**config.mk**
```make
export PLATFORM = sky130hd
export DESIGN_NAME = pwr_seq_ctrl_flat
export DESIGN_NICKNAME = d
export VERILOG_FILES = /design/src/rtl/pwr_seq_ctrl_pkg.sv /design/src/rtl/pwr_seq_ctrl_if.sv /design/src/rtl/pwr_seq_ctrl_sync_2ff.sv /design/src/rtl/pwr_seq_ctrl.sv /design/src/flat_wrapper.sv
export SDC_FILE = /design/constraint.sdc
export NUM_CORES = 1
export LEC_CHECK = 0
export ABC_AREA = 1
export CAP_MARGIN = 30
export CORE_MARGIN = 5
export CORE_UTILIZATION = 30
export CTS_CLUSTER_DIAMETER = 120
export DETAILED_ROUTE_END_ITERATION = 6
export GPL_TIMING_DRIVEN = 0
export PLACE_DENSITY = 0.45
export SETUP_SLACK_MARGIN = 0.05
export SLEW_MARGIN = 30
export SYNTH_ARGS = -nofsm -noshare
export SYNTH_HDL_FRONTEND = slang
export SYNTH_SLANG_ARGS = --single-unit
```
**constraint.sdc**
```tcl
create_clock -name i_clk_32k -period 4.5 [get_ports i_clk_32k]
set_input_delay 0.9 -clock i_clk_32k [delete_from_list [all_inputs] [get_ports i_clk_32k]]
set_output_delay 0.9 -clock i_clk_32k [all_outputs]
set_load 0.05 [all_outputs]
```
**src/rtl/pwr_seq_ctrl_pkg.sv**
```systemverilog
// Shared definitions for the platform power sequencer and its downstream consumers.
// The state codes are a fixed contract with the reset and DC-OK control blocks.
package pwr_seq_pkg;

    typedef enum logic [3:0] {
        ST_START        = 4'd0,
        ST_SBY          = 4'd1,
        ST_SBY_END      = 4'd2,
        ST_PS_ON        = 4'd3,
        ST_WORK_PG      = 4'd4,
        ST_ALL_PG       = 4'd5,
        ST_T5_RST       = 4'd6,
        ST_T5_RST_END   = 4'd7,
        ST_PCIE_RST_END = 4'd8,
        ST_ICH_DCOK     = 4'd9,
        ST_ICH_PG       = 4'd10,
        ST_CPU_DCOK     = 4'd11,
        ST_END          = 4'd12
    } state_e;

    localparam int CNT_W_DEF    = 16;
    localparam int DLY_SBY_DEF  = 33;
    localparam int TMO_PG_DEF   = 16384;
    localparam int DLY_PG_DEF   = 3277;
    localparam int DLY_RST_DEF  = 33;
    localparam int DLY_DCOK_DEF = 66;

    function automatic logic is_legal(input logic [3:0] code);
        return code <= 4'd12;
    endfunction

endpackage

```
**src/rtl/pwr_seq_ctrl_if.sv**
```systemverilog
// Board-level signal bundle of the power sequencer: raw async status inputs in,
// registered enables and fault status out.
interface pwr_seq_ctrl_if;

    logic       i_sby_pg;
    logic       i_pwr_on_req;
    logic       i_pwr_off_req;
    logic       i_work_pg;
    logic       i_all_pg;
    logic       i_ich_pwrok;
    logic [3:0] o_ctrl_state;
    logic       o_ps_on;
    logic       o_pcie_rst_n;
    logic       o_ich_dcok;
    logic       o_cpu_dcok;
    logic       o_fault;
    logic [3:0] o_fault_code;

    // Level signals only, no handshake: inputs are sampled every clock through
    // synchronizers, outputs are held levels valid whenever reset is released.
    modport master (
        output i_sby_pg, i_pwr_on_req, i_pwr_off_req, i_work_pg, i_all_pg, i_ich_pwrok,
        input  o_ctrl_state, o_ps_on, o_pcie_rst_n, o_ich_dcok, o_cpu_dcok,
        input  o_fault, o_fault_code
    );

    modport slave (
        input  i_sby_pg, i_pwr_on_req, i_pwr_off_req, i_work_pg, i_all_pg, i_ich_pwrok,
        output o_ctrl_state, o_ps_on, o_pcie_rst_n, o_ich_dcok, o_cpu_dcok,
        output o_fault, o_fault_code
    );

endinterface

```
**src/rtl/pwr_seq_ctrl_sync_2ff.sv**
```systemverilog
// Two-flop synchronizer for one asynchronous level; both stages reset to 0.
module sync_2ff (
    input  logic i_clk,
    input  logic i_rst_n,
    input  logic i_d,
    output logic o_q
);

    logic meta_q;
    logic sync_q;

    always_ff @(posedge i_clk or negedge i_rst_n) begin
        if (!i_rst_n) begin
            meta_q <= 1'b0;
            sync_q <= 1'b0;
        end else begin
            meta_q <= i_d;
            sync_q <= meta_q;
        end
    end

    assign o_q = sync_q;

endmodule

```
**src/rtl/pwr_seq_ctrl.sv**
```systemverilog
// Main power-sequencing FSM on the 32.768 kHz standby clock: walks standby ->
// PSU on -> rail checks -> PCIe reset release -> DC-OK handoff, with fault capture.
module pwr_seq_ctrl
    import pwr_seq_pkg::*;
#(
    parameter int CNT_W    = CNT_W_DEF,
    parameter int DLY_SBY  = DLY_SBY_DEF,
    parameter int TMO_PG   = TMO_PG_DEF,
    parameter int DLY_PG   = DLY_PG_DEF,
    parameter int DLY_RST  = DLY_RST_DEF,
    parameter int DLY_DCOK = DLY_DCOK_DEF
) (
    input  logic          i_clk_32k,
    input  logic          i_rst_n,
    pwr_seq_ctrl_if.slave bus
);

    localparam logic [CNT_W-1:0] SBY_LAST  = CNT_W'(DLY_SBY - 1);
    localparam logic [CNT_W-1:0] TMO_LAST  = CNT_W'(TMO_PG - 1);
    localparam logic [CNT_W-1:0] PG_LAST   = CNT_W'(DLY_PG - 1);
    localparam logic [CNT_W-1:0] RST_LAST  = CNT_W'(DLY_RST - 1);
    localparam logic [CNT_W-1:0] DCOK_LAST = CNT_W'(DLY_DCOK - 1);

    logic sby_pg_s, pwr_on_req_s, pwr_off_req_s, work_pg_s, all_pg_s, ich_pwrok_s;

    sync_2ff u_sync_sby_pg  (.i_clk(i_clk_32k), .i_rst_n(i_rst_n), .i_d(bus.i_sby_pg),      .o_q(sby_pg_s));
    sync_2ff u_sync_pwr_on  (.i_clk(i_clk_32k), .i_rst_n(i_rst_n), .i_d(bus.i_pwr_on_req),  .o_q(pwr_on_req_s));
    sync_2ff u_sync_pwr_off (.i_clk(i_clk_32k), .i_rst_n(i_rst_n), .i_d(bus.i_pwr_off_req), .o_q(pwr_off_req_s));
    sync_2ff u_sync_work_pg (.i_clk(i_clk_32k), .i_rst_n(i_rst_n), .i_d(bus.i_work_pg),     .o_q(work_pg_s));
    sync_2ff u_sync_all_pg  (.i_clk(i_clk_32k), .i_rst_n(i_rst_n), .i_d(bus.i_all_pg),      .o_q(all_pg_s));
    sync_2ff u_sync_ich_ok  (.i_clk(i_clk_32k), .i_rst_n(i_rst_n), .i_d(bus.i_ich_pwrok),   .o_q(ich_pwrok_s));

    state_e           state_q, state_d;
    logic [CNT_W-1:0] cnt_q, cnt_d;
    logic             fault_q, fault_d;
    logic [3:0]       fault_code_q, fault_code_d;
    logic             ps_on_q, ps_on_d;
    logic             pcie_rst_n_q, pcie_rst_n_d;
    logic             ich_dcok_q, ich_dcok_d;
    logic             cpu_dcok_q, cpu_dcok_d;
    logic             awaited;
    logic             timeout;
    logic             pg_lost;

    always_ff @(posedge i_clk_32k or negedge i_rst_n) begin
        if (!i_rst_n) begin
            state_q      <= ST_START;
            cnt_q        <= '0;
            fault_q      <= 1'b0;
            fault_code_q <= 4'd0;
            ps_on_q      <= 1'b0;
            pcie_rst_n_q <= 1'b0;
            ich_dcok_q   <= 1'b0;
            cpu_dcok_q   <= 1'b0;
        end else begin
            state_q      <= state_d;
            cnt_q        <= cnt_d;
            fault_q      <= fault_d;
            fault_code_q <= fault_code_d;
            ps_on_q      <= ps_on_d;
            pcie_rst_n_q <= pcie_rst_n_d;
            ich_dcok_q   <= ich_dcok_d;
            cpu_dcok_q   <= cpu_dcok_d;
        end
    end

    always_comb begin
        state_d      = state_q;
        fault_d      = fault_q;
        fault_code_d = fault_code_q;

        case (state_q)
            ST_PS_ON:    awaited = work_pg_s;
            ST_WORK_PG:  awaited = all_pg_s;
            ST_ICH_DCOK: awaited = ich_pwrok_s;
            default:     awaited = 1'b1;
        endcase
        timeout = (cnt_q == TMO_LAST) && !awaited;
        pg_lost = (state_q >= ST_ALL_PG) && (!work_pg_s || !all_pg_s);

        // Standby loss outranks everything; faults outrank a clean power-off.
        if (!is_legal(state_q) || (state_q != ST_START && !sby_pg_s)) begin
            state_d = ST_START;
        end else if (timeout || pg_lost) begin
            state_d      = ST_SBY;
            fault_d      = 1'b1;
            fault_code_d = state_q;
        end else if (pwr_off_req_s && state_q >= ST_SBY_END) begin
            state_d = ST_SBY;
        end else begin
            case (state_q)
                ST_START:        if (sby_pg_s)                       state_d = ST_SBY;
                ST_SBY:          if (pwr_on_req_s && !pwr_off_req_s) state_d = ST_SBY_END;
                ST_SBY_END:      if (cnt_q == SBY_LAST)              state_d = ST_PS_ON;
                ST_PS_ON:        if (work_pg_s)                      state_d = ST_WORK_PG;
                ST_WORK_PG:      if (all_pg_s)                       state_d = ST_ALL_PG;
                ST_ALL_PG:       if (cnt_q == PG_LAST)               state_d = ST_T5_RST;
                ST_T5_RST:       if (cnt_q == RST_LAST)              state_d = ST_T5_RST_END;
                ST_T5_RST_END:   if (cnt_q == RST_LAST)              state_d = ST_PCIE_RST_END;
                ST_PCIE_RST_END: if (cnt_q == RST_LAST)              state_d = ST_ICH_DCOK;
                ST_ICH_DCOK:     if (ich_pwrok_s)                    state_d = ST_ICH_PG;
                ST_ICH_PG:       if (cnt_q == DCOK_LAST)             state_d = ST_CPU_DCOK;
                ST_CPU_DCOK:     if (cnt_q == DCOK_LAST)             state_d = ST_END;
                default:         state_d = state_q;
            endcase
        end

        // A fresh power-on attempt forgets the previous fault.
        if (state_d == ST_SBY_END && state_q != ST_SBY_END) begin
            fault_d      = 1'b0;
            fault_code_d = 4'd0;
        end

        if (state_d != state_q) begin
            cnt_d = '0;
        end else if (&cnt_q) begin
            cnt_d = cnt_q;
        end else begin
            cnt_d = cnt_q + 1'b1;
        end

        ps_on_d      = (state_d >= ST_PS_ON);
        pcie_rst_n_d = (state_d >= ST_PCIE_RST_END);
        ich_dcok_d   = (state_d >= ST_ICH_DCOK);
        cpu_dcok_d   = (state_d >= ST_CPU_DCOK);
    end

    assign bus.o_ctrl_state = state_q;
    assign bus.o_ps_on      = ps_on_q;
    assign bus.o_pcie_rst_n = pcie_rst_n_q;
    assign bus.o_ich_dcok   = ich_dcok_q;
    assign bus.o_cpu_dcok   = cpu_dcok_q;
    assign bus.o_fault      = fault_q;
    assign bus.o_fault_code = fault_code_q;

endmodule

```
**src/flat_wrapper.sv**
```systemverilog
// flat-port wrapper written by rule: the top's interface ports become plain ports
module pwr_seq_ctrl_flat import pwr_seq_pkg::*;
#(
    parameter int CNT_W    = CNT_W_DEF,
    parameter int DLY_SBY  = DLY_SBY_DEF,
    parameter int TMO_PG   = TMO_PG_DEF,
    parameter int DLY_PG   = DLY_PG_DEF,
    parameter int DLY_RST  = DLY_RST_DEF,
    parameter int DLY_DCOK = DLY_DCOK_DEF
)
  (i_clk_32k, i_rst_n, bus_i_sby_pg, bus_i_pwr_on_req, bus_i_pwr_off_req, bus_i_work_pg, bus_i_all_pg, bus_i_ich_pwrok, bus_o_ctrl_state, bus_o_ps_on, bus_o_pcie_rst_n, bus_o_ich_dcok, bus_o_cpu_dcok, bus_o_fault, bus_o_fault_code);
  pwr_seq_ctrl_if bus_i ();
  input  logic i_clk_32k;
  input  logic i_rst_n;
  input wire logic [$bits(bus_i.i_sby_pg)-1:0] bus_i_sby_pg;
  input wire logic [$bits(bus_i.i_pwr_on_req)-1:0] bus_i_pwr_on_req;
  input wire logic [$bits(bus_i.i_pwr_off_req)-1:0] bus_i_pwr_off_req;
  input wire logic [$bits(bus_i.i_work_pg)-1:0] bus_i_work_pg;
  input wire logic [$bits(bus_i.i_all_pg)-1:0] bus_i_all_pg;
  input wire logic [$bits(bus_i.i_ich_pwrok)-1:0] bus_i_ich_pwrok;
  output wire logic [$bits(bus_i.o_ctrl_state)-1:0] bus_o_ctrl_state;
  output wire logic [$bits(bus_i.o_ps_on)-1:0] bus_o_ps_on;
  output wire logic [$bits(bus_i.o_pcie_rst_n)-1:0] bus_o_pcie_rst_n;
  output wire logic [$bits(bus_i.o_ich_dcok)-1:0] bus_o_ich_dcok;
  output wire logic [$bits(bus_i.o_cpu_dcok)-1:0] bus_o_cpu_dcok;
  output wire logic [$bits(bus_i.o_fault)-1:0] bus_o_fault;
  output wire logic [$bits(bus_i.o_fault_code)-1:0] bus_o_fault_code;
  assign bus_i.i_sby_pg = bus_i_sby_pg;
  assign bus_i.i_pwr_on_req = bus_i_pwr_on_req;
  assign bus_i.i_pwr_off_req = bus_i_pwr_off_req;
  assign bus_i.i_work_pg = bus_i_work_pg;
  assign bus_i.i_all_pg = bus_i_all_pg;
  assign bus_i.i_ich_pwrok = bus_i_ich_pwrok;
  assign bus_o_ctrl_state = bus_i.o_ctrl_state;
  assign bus_o_ps_on = bus_i.o_ps_on;
  assign bus_o_pcie_rst_n = bus_i.o_pcie_rst_n;
  assign bus_o_ich_dcok = bus_i.o_ich_dcok;
  assign bus_o_cpu_dcok = bus_i.o_cpu_dcok;
  assign bus_o_fault = bus_i.o_fault;
  assign bus_o_fault_code = bus_i.o_fault_code;
  pwr_seq_ctrl #(.CNT_W(CNT_W), .DLY_SBY(DLY_SBY), .TMO_PG(TMO_PG), .DLY_PG(DLY_PG), .DLY_RST(DLY_RST), .DLY_DCOK(DLY_DCOK)) u_core (.i_clk_32k(i_clk_32k), .i_rst_n(i_rst_n), .bus(bus_i));
endmodule
```
==> flow_summary_export.csv, run 1 <==
group,metric,value,unit
layout,design_area,2700,µm²
critical_path,endpoint_kind,"output pin",
drt,drt_iter0_drc,81,
critical_path,cp-start-kind,"register",
drt,firstDrtPassIters,4,
die,core,7290,µm²
timing,slew_headroom,0.666,
drt,drt-wirelength-per-cell,11.6,µm
timing,fin_worst_skew,0.00398,ns
synth,synth_top_area_share,0.454,
drt,detailroute.via_count,1857,
layout,areaGrowthSynthToFinish,19.1,%
cts,post-cts-setup-buffer-count,0,
critical_path,worst_path_largest_cell_delay,0.87,ns
place,dp_hpwl,3.82,mm
power,p_total,1.41,mW
cts,cts_resized,0,
global_routing,grt_pass1_vias,1809,
timing,worst_slew_pin_slew,0.500,ns
drt,drc,0,
timing,rsz0062_at_grt,"no",
layout,insertedDiodeCount,0,
die,rows,31,
global_routing,overflow,0,
global_routing,grt_usage,0.111,
cts,tritoncts,"done",
cts,path_clk_slew,0.08,ns
timing,maxSlewViolCount,0,
synth,ys_top_cells_by_count,"nand2_1, nor2_1, dfrtp_1, inv_1, nand3_1",
synth,synth_cells,296,
layout,utilization,0.370,
die,die_h,96.8,µm
die,die_width,96.8,µm
place,dpl-instance-area,2610,µm²
power,ir_drop,0.000190,V
drt,final_antenna_net_count,0,
synth,netlist_top_cells_area,"dfrtp_1, nand2_1, nor2_1",
layout,nFillCells,803,
global_routing,grt_pass1_wl,8.56,mm
critical_path,r2r_start,"u_core.bus.o_ctrl_state[1]$_DFF_PN0_",
die,io_pins,21,
cts,clk_path_buf_depth,2,
synth,netlist_area,2260,µm²
timing,final.setup.tns,0,ns
die,start_util,0.310,
synth,ys_seq_area_frac,0.454,
critical_path,crit_type,"register to output pin",
hold_path,hp-class,"register to register",
cts,numCtsBuffers,5,
synth,synth_most_common_cell,"nand2_1",
cts,cts.sink_count,41,
place,portBuffers,20,
critical_path,cp_top_family,"buffers and inverters",
timing,layout_worst_path_cycle_share,0.580,
critical_path,cp.required,3.60,ns
cts,clk_latency,0.30,ns
cts,cts.hold.buffers_added,0,
critical_path,slowest_stage,"clkdlybuf4s50_1",
layout,multiInputGateArea,1070,µm²
layout,seq_area,1030,µm²
critical_path,crit_arrival,1.71,ns
critical_path,critical_path_buf_inv_count,1,
layout,num-nets-final,335,
global_routing,antenna_found_initial,0,
synth,yosysTopAreaCell,"dfrtp_1",
hold_path,min_from,"u_core.u_sync_pwr_off.meta_q$_DFF_PN0_",
drt,wirelength,4.92,mm
global_routing,grt_max_degree,23,
synth,ys_ff_latch,41,
die,dieArea,9380,µm²
synth,yosys_warnings,0,
layout,layout-drive-gt1-share,0.120,
status,status,"complete, no violations",
cts,cts_root_buf,"clkbuf_8",
synth,synthArstFlopShare,1.00,
synth,synth_ff_type,"dfrtp_1",
timing,max_freq,383,MHz
synth,synth.distinct_cells,28,
power,leakagePower,1.31,nW
cts,h-tree-depth,2,
critical_path,crit_path_cell_trace,"clkdlybuf4s50_1",
place,place.gp.congestion,0.872,
timing,setup_viol,0,
critical_path,cp-startpoint,"u_core.bus.o_ctrl_state[2]$_DFF_PN0_",
run,max_cap_violations,0,
timing,finalCriticalPeriod,2.61,ns
synth,syn_area_per_cell,7.64,µm²
drt,via_per_inst,4.38,
synth,syn_nets,307,
timing,hold_viol,0,
synth,synth_edf_count,0,
power,power_density,525,nW/µm²
critical_path,cp_max_fo,7,
## routing by layer
metal,vias to the layer above,share of wire,global-route usage
met1,845,0.50,0.148
met4,0,0.021,0.0454
met3,9,0.034,0.0273
met5,-,0,0
li1,977,-,-
met2,26,0.44,0.172
## cells in the final DEF, fill, tap and decap left out, drive strengths merged
master / n
o21bai: 1
nand4: 4
and3: 1
ha: 3
o21ai: 10
xnor2: 3
nor3: 3
buf: 4
clkinvlp: 1
o21a: 1
inv: 38
a21oi: 8
xor2: 8
nand2: 76
clkdlybuf4s50: 19
dfrtp: 41
nand3: 28
clkbuf: 5
a21o: 1
nor2: 66
nand3b: 1
a22oi: 1
clkinv: 2
## final timing paths
kind / end / slack, ns / cells after the start
setup / recovery: bus_o_ctrl_state[2] / 1.89 / 1
hold / removal: u_core.u_sync_pwr_off.o_q$_DFF_PN0_ / 0.35 / 0
setup reg to reg: u_core.cnt_q[6]$_DFFE_PN0P_ / 2.24 / 11
hold reg to reg: u_core.u_sync_pwr_off.o_q$_DFF_PN0_ / 0.35 / 0
max in group asynchronous: u_core.cnt_q[13]$_DFFE_PN0P_ / 3.47 / 2
min in group asynchronous: u_core.cnt_q[2]$_DFFE_PN0P_ / 0.56 / 1
## power by group
group | internal (mW) | switching [mW]
sequential | 0.408 | 0.0476
clock | 0.107 | 0.134
combinational | 0.228 | 0.489
total | 0.743 | 0.670
## layout make-up
type	count	share of cell area
Buffer	2	0.00696
Clock buffer	5	0.0255
Clock inverter	3	0.00650
Inverter	38	0.0529
Multi-Input combinational cell	215	0.399
Sequential cell	41	0.381
Tap cell	99	0.0460
Timing Repair Buffer	21	0.0826
## per-stage QoR
| stage | hold slack (ns) | instances | worst slack, ns |
|---|---|---|---|
| after floorplan | 0.331 | 296 | 2.29 |
| after global placement | 0.333 | 415 | 1.38 |
| after detailed placement | 0.336 | 416 | 2.21 |
| after CTS | 0.357 | 424 | 1.87 |
| after global routing | 0.364 | 424 | 1.82 |
| final | 0.353 | 424 | 1.89 |
## registers in the layout, summed over array words and instances (netlist names)
name	cells
u_core.u_sync_all_pg.meta_q	1
u_core.u_sync_pwr_on.o_q	1
u_core.bus.o_fault_code	4
u_core.bus.o_ctrl_state	4
u_core.u_sync_all_pg.o_q	1
u_core.u_sync_work_pg.meta_q	1
u_core.cnt_q	16
u_core.u_sync_sby_pg.o_q	1
u_core.u_sync_ich_ok.meta_q	1
u_core.bus.o_cpu_dcok	1
u_core.u_sync_work_pg.o_q	1
u_core.bus.o_ps_on	1
u_core.u_sync_pwr_off.o_q	1
u_core.bus.o_pcie_rst_n	1
u_core.u_sync_pwr_off.meta_q	1
u_core.u_sync_pwr_on.meta_q	1
u_core.u_sync_sby_pg.meta_q	1
u_core.u_sync_ich_ok.o_q	1
u_core.bus.o_ich_dcok	1
u_core.bus.o_fault	1
## logic make-up (layout without fill, tap and decap cells)
| kind of cell | count (synthesis) | in the layout | share of synthesized area |
|---|---|---|---|
| AO/OA/AOI/OAI | 22 | 22 | 0.0548 |
| AND/OR/NAND/NOR | 179 | 179 | 0.358 |
| adder cells (fa/ha/maj) | 3 | 3 | 0.0166 |
| flip-flops | 41 | 41 | 0.454 |
| buffers and inverters | 40 | 69 | 0.0713 |
| XOR/XNOR | 11 | 11 | 0.0459 |
No activity file was read; power rests on OpenSTA's default activity.
==> run 2: changes to the inputs <==
--- a/config.mk
+++ b/config.mk
@@ -12,7 +12,7 @@
 export CTS_CLUSTER_DIAMETER = 120
 export DETAILED_ROUTE_END_ITERATION = 6
 export GPL_TIMING_DRIVEN = 0
-export PLACE_DENSITY = 0.45
+export PLACE_DENSITY = 0.47
 export SETUP_SLACK_MARGIN = 0.05
 export SLEW_MARGIN = 30
 export SYNTH_ARGS = -nofsm -noshare
==> constraint.sdc (replaced) <==
create_clock -name i_clk_32k -period 2.2 [get_ports i_clk_32k]
set_input_delay 0.44 -clock i_clk_32k [delete_from_list [all_inputs] [get_ports i_clk_32k]]
set_output_delay 0.44 -clock i_clk_32k [all_outputs]
set_load 0.05 [all_outputs]
==> run 2 against run 1 <==
Effect of this change:
- die area unchanged
- power grew to 2.5 times the previous value
- critical path type unchanged
- first-iteration DRC count is 2.5% higher
- hold slack worse by 0.25 ns
- wire length up 2.8%
- worst setup slack got worse by 1.8 ns
- largest power group unchanged
- flip-flop and latch count did not move
- clock power increased to 3.0 times the previous value
==> flow_summary_export.csv, run 2 (synthesis results as in run 1) <==
group,metric,value,unit
timing,max_freq,479,MHz
die,io_pins,21,
critical_path,slowest_stage,"clkdlybuf4s50_1",
place,post-place-ws,-0.0853,ns
global_routing,top_usage_layer,"met2",
cts,clk_path_buf_depth,2,
die,rows,31,
place,dp_hpwl,3.77,mm
layout,largest_reg_flops,16,
drt,via_per_inst,4.45,
critical_path,crit_path_cell_trace,"clkdlybuf4s50_1",
layout,final_common_cell,"nand2_1",
status,status,"complete, no violations",
critical_path,crit_arrival,1.65,ns
critical_path,cp.required,1.76,ns
drt,final_antenna_net_count,0,
cts,cts.sink_count,41,
layout,utilization,0.412,
timing,finalCriticalPeriod,2.09,ns
cts,cts.hold.buffers_added,0,
die,dieArea,9380,µm²
critical_path,worst_path_largest_cell_delay,0.84,ns
global_routing,overflow,0,
drt,drt_iter0_drc,83,
cts,cts_root_buf,"clkbuf_8",
global_routing,gr-usage-met3,0.0331,
layout,areaGrowthSynthToFinish,32.9,%
cts,path_clk_slew,0.09,ns
critical_path,cp.depth,1,
cts,tritoncts,"done",
timing,maxSlewViolCount,0,
run,max_cap_violations,0,
place,portBuffers,20,
timing,layout_worst_path_cycle_share,0.949,
die,core,7290,µm²
global_routing,grt_pass1_vias,1835,
cts,h-tree-depth,2,
layout,num-nets-final,352,
drt,detailroute.via_count,1961,
power,power_density,1190,nW/µm²
critical_path,cp-start-kind,"register",
critical_path,endpoint_kind,"output pin",
timing,postLayoutSetupSlackWorst,0.112,ns
drt,firstDrtPassIters,4,
global_routing,gr-usage-met1,0.155,
power,ir_drop,0.000415,V
critical_path,crit_type,"register to output pin",
layout,layout_common_cells,"nand2_1, dfrtp_1, nor2_1",
die,die_h,96.8,µm
critical_path,reg2reg_slack,0.12,ns
power,leakagePower,1.45,nW
timing,fin_worst_skew,0.0101,ns
critical_path,cp_max_fo,7,
drt,drc,0,
global_routing,grt_usage,0.115,
timing,hold_viol,0,
critical_path,reg2reg_to,"u_core.cnt_q[1]$_DFFE_PN0P_",
timing,slew_headroom,0.653,
global_routing,use_met2,0.173,
timing,worst_slew_pin_slew,0.521,ns
timing,rsz0062_at_grt,"yes",
critical_path,r2r_start,"u_core.cnt_q[0]$_DFFE_PN0P_",
hold_path,hp-class,"input port to asynchronous set/reset pin",
drt,drt-wirelength-per-cell,11.5,µm
critical_path,crit_end,"bus_o_ctrl_state[2]",
cts,numCtsBuffers,5,
timing,setup_viol,0,
global_routing,grt_max_degree,22,
place,place.gp.congestion,0.845,
layout,layout-drive-gt1-share,0.269,
critical_path,cp_top_family,"buffers and inverters",
die,start_util,0.310,
global_routing,antenna_found_initial,0,
critical_path,r2r_cells,15,
critical_path,critical_path_buf_inv_count,1,
cts,clk_latency,0.30,ns
drt,wirelength,5.05,mm
global_routing,grt_pass1_wl,8.77,mm
layout,top_register,"u_core.cnt_q",
layout,insertedDiodeCount,0,
die,die_width,96.8,µm
critical_path,cp-startpoint,"u_core.bus.o_ctrl_state[2]$_DFF_PN0_",
==> run 2: cell count changes in the layout (fill, tap and decap cells not counted), moves of 8 or more <==
| cell | previous run | this run |
|---|---|---|
| buf_4 | 1 | 16 |
| nor2_1 | 49 | 35 |
| nor2_2 | 14 | 24 |
| nand2_1 | 75 | 67 |
| nand2_2 | 1 | 9 |
==> run 2: how the worst min path moves through the flow <==
stage,startpoint,endpoint,slack [ns],cells past startpoint
detailed placement,u_core.u_sync_work_pg.meta_q$_DFF_PN0_,u_core.u_sync_work_pg.o_q$_DFF_PN0_,0.33,0
CTS,i_rst_n,u_core.bus.o_pcie_rst_n$_DFF_PN0_,0.13,1
global route,i_rst_n,u_core.bus.o_pcie_rst_n$_DFF_PN0_,0.14,1
floorplan,i_rst_n,u_core.bus.o_cpu_dcok$_DFF_PN0_,0.14,0
finish,i_rst_n,u_core.cnt_q[3]$_DFFE_PN0P_,0.11,1
global placement,u_core.u_sync_sby_pg.meta_q$_DFF_PN0_,u_core.u_sync_sby_pg.o_q$_DFF_PN0_,0.33,0
==> run 2: power by group <==
part | switching [mW] | internal, mW | total [mW]
Combinational | 1.13 | 0.778 | 1.91
Clock | 0.276 | 0.451 | 0.727
Sequential | 0.116 | 0.839 | 0.956
Total | 1.52 | 2.07 | 3.59
==> run 2: layout make-up <==
type / count / area (µm²)
plain buffers: 2 / 30.0
clock buffers: 5 / 68.8
clock inverters: 3 / 65.1
fillers: 803 / 4290
inverters: 38 / 143
multi-input cells: 215 / 1190
flip-flops and latches: 41 / 1030
well taps: 99 / 124
repair buffers: 38 / 359
==> run 2: metal layers <==
layer | up-vias | part of all wire | wire, µm
li1 | 1012 | - | -
met1 | 918 | 0.50 | 2510
met2 | 24 | 0.46 | 2300
met3 | 7 | 0.031 | 156
met4 | 0 | 0.017 | 85
met5 | - | 0 | 0
==> run 2: what timing repair did <==
action	4_1_cts	5_1_grt
endpoints found under the setup margin	18	25
endpoints found under the hold margin	0	0
setup buffers	4	13
gates resized for setup	12	33
gates cloned	0	0
pin swaps	2	12
==> run 2: per-stage QoR <==
stage                     std cells  hold slack (ns)  TNS, ns  power (mW)  instance area (µm²)
after detailed placement        416            0.335   -0.793        2.44                 2610
after global routing            441            0.136   -0.915        3.86                 3010
final                           441            0.107        0        3.59                 3010
after CTS                       428            0.125        0        3.36                 2810
after floorplan                 296            0.144        0        2.04                 2270
after global placement          415            0.333   -18.55        2.43                 2590
==> run 3: changes to the inputs <==
--- a/config.mk
+++ b/config.mk
@@ -11,8 +11,9 @@
 export CORE_UTILIZATION = 30
 export CTS_CLUSTER_DIAMETER = 120
 export DETAILED_ROUTE_END_ITERATION = 6
+export DONT_BUFFER_PORTS = 1
 export GPL_TIMING_DRIVEN = 0
-export PLACE_DENSITY = 0.47
+export PLACE_DENSITY = 0.43
 export SETUP_SLACK_MARGIN = 0.05
 export SLEW_MARGIN = 30
 export SYNTH_ARGS = -nofsm -noshare
==> run 3 against run 2 <==
Effect of this change:
- the run now ends with negative setup slack left
- maximum frequency shrank 8.0%
- final cell count decreased by 5.7%
- via count shrank 4.8%
- non-clock buffer count is 25 lower
- first-iteration DRC count rose by 9.6%
- largest cell class unchanged
==> flow_summary_export.csv, run 3 (synthesis results as in run 1) <==
group,metric,value,unit
cts,numCtsBuffers,5,
global_routing,grt_pass1_vias,1740,
layout,areaGrowthSynthToFinish,21.4,%
die,core,7290,µm²
cts,tritoncts,"done",
timing,final.setup.tns,-0.719,ns
die,rows,31,
die,die_width,96.8,µm
global_routing,grt_pass1_wl,8.78,mm
status,status,"finished with violations",
place,portBuffers,0,
critical_path,reg2reg_slack,-0.07,ns
status,violations,"negative setup slack",
critical_path,worst_path_largest_cell_delay,0.54,ns
timing,postLayoutSetupSlackWorst,-0.0698,ns
drt,drt-wirelength-per-cell,12.5,µm
layout,multiInputGateArea,1200,µm²
cts,path_clk_slew,0.08,ns
layout,final_common_cell,"nand2_1",
critical_path,cp_max_fo,10,
layout,num-nets-final,327,
hold_path,hold_depth,0,
global_routing,antenna_found_initial,0,
timing,setup_viol,13,
critical_path,cp-start-kind,"register",
drt,drc,0,
hold_path,hold_path_end,"u_core.u_sync_pwr_off.meta_q$_DFF_PN0_",
timing,hold_viol,0,
layout,layout-drive-gt1-share,0.262,
critical_path,crit_arrival,2.50,ns
power,leakagePower,1.32,nW
place,place.gp.congestion,0.840,
power,ir_drop,0.000415,V
cts,h-tree-depth,2,
critical_path,r2r_start,"u_core.bus.o_ctrl_state[3]$_DFF_PN0_",
die,start_util,0.310,
critical_path,crit_path_cell_trace,"buf_8, nor2_4, buf_4, nand2_1, nor2_1, nor3_1, nand2_1, nor2_2, nor2_4, xor2_2, nand3_4, buf_8, nor2_2",
cts,cts.sink_count,41,
timing,max_freq,441,MHz
drt,wl_met3,254,µm
critical_path,cp_top_family,"simple AND/OR/NAND/NOR gates",
drt,firstDrtPassIters,4,
critical_path,reg2reg_to,"u_core.cnt_q[10]$_DFFE_PN0P_",
drt,final_antenna_net_count,0,
layout,largest_reg_flops,16,
global_routing,grt_max_degree,42,
timing,worst_slew_pin_slew,0.491,ns
cts,cts_root_buf,"clkbuf_8",
timing,finalCriticalPeriod,2.27,ns
global_routing,grt_usage,0.115,
critical_path,slowest_stage,"dfrtp_2",
die,die_h,96.8,µm
cts,clk_path_buf_depth,2,
drt,top_layer,"met4",
drt,via_per_inst,4.49,
layout,seq_area,1040,µm²
power,power_density,1220,nW/µm²
critical_path,critical_path_buf_inv_count,3,
layout,insertedDiodeCount,0,
global_routing,overflow,0,
critical_path,cp-startpoint,"u_core.bus.o_ctrl_state[3]$_DFF_PN0_",
hold_path,hp-class,"input port to register",
run,max_cap_violations,0,
critical_path,cp.depth,13,
drt,wirelength,5.21,mm
drt,route.met2.wl,2.34,mm
layout,top_register,"u_core.cnt_q",
timing,rsz0062_at_grt,"yes",
hold_path,min_from,"bus_i_pwr_off_req",
drt,drt_iter0_drc,91,
timing,layout_worst_path_cycle_share,1.03,
die,io_pins,21,
critical_path,crit_type,"register to register",
timing,fin_worst_skew,0.00558,ns
cts,clk_latency,0.30,ns
timing,slew_headroom,0.673,
critical_path,cp.required,2.43,ns
timing,maxSlewViolCount,0,
drt,detailroute.via_count,1867,
drt,wl_met1,2.55,mm
critical_path,endpoint_kind,"register",
die,dieArea,9380,µm²
layout,utilization,0.377,
critical_path,r2r_cells,13,
layout,layout_common_cells,"nand2_1, nor2_1, dfrtp_1",
place,dp_hpwl,3.71,mm
layout,nFillCells,820,
[run 3: cell types whose count changed in the layout (fill, tap and decap cells not counted), moves of 3 or more]
cell / change
nor2_1: +3
dfrtp_4: +3
dfrtp_2: -3
buf_4: -6
nand3_1: -3
clkdlybuf4s50_1: -17
nand3_2: +3
[run 3: how the worst max path moves through the flow]
stage                                   endpoint  slack (ns)
floorplan            u_core.cnt_q[1]$_DFFE_PN0P_        0.08
global placement     u_core.cnt_q[4]$_DFFE_PN0P_       -0.35
detailed placement   u_core.cnt_q[1]$_DFFE_PN0P_       -0.37
CTS                 u_core.cnt_q[10]$_DFFE_PN0P_       -0.05
global route         u_core.cnt_q[3]$_DFFE_PN0P_       -0.21
finish              u_core.cnt_q[10]$_DFFE_PN0P_       -0.07
[run 3: power breakdown]
| part | switching (mW) | internal (mW) |
|---|---|---|
| combinational | 0.980 | 0.687 |
| sequential | 0.323 | 0.849 |
| clock | 0.263 | 0.256 |
| total | 1.57 | 1.79 |
[run 3: through the flow]
| stage | total power, mW | worst slack (ns) | instances | area [µm²] | hold WS, ns |
|---|---|---|---|---|---|
| CTS | 3.14 | -0.0514 | 412 | 2630 | 0.160 |
| detailed placement | 2.33 | -0.369 | 395 | 2390 | 0.146 |
| global route | 3.63 | -0.209 | 416 | 2750 | 0.144 |
| floorplan | 2.04 | 0.0805 | 296 | 2270 | 0.144 |
| global placement | 2.32 | -0.351 | 395 | 2390 | 0.146 |
| finish | 3.36 | -0.0698 | 416 | 2750 | 0.168 |
[run 3: routing by layer]
| metal | vias to the layer above | GRT usage |
|---|---|---|
| li1 | 960 | - |
| met1 | 872 | 0.159 |
| met2 | 30 | 0.173 |
| met3 | 5 | 0.0345 |
| met4 | 0 | 0.0356 |
| met5 | - | 0 |
[run 3: layout make-up]
type                    instances  area share
multi-input cells             215       0.437
plain buffers                   2      0.0109
inverters                      38      0.0538
repair buffers                 13      0.0424
clock buffers                   8      0.0328
well taps                      99      0.0451
flip-flops and latches         41       0.378
[run 3: what timing repair did]
action,CTS,global route
resized for setup,23,26
hold endpoints to repair,41,0
setup endpoints to repair,24,24
hold buffers,2,0
pin swaps,5,1
setup buffers,7,4
gates cloned,0,0
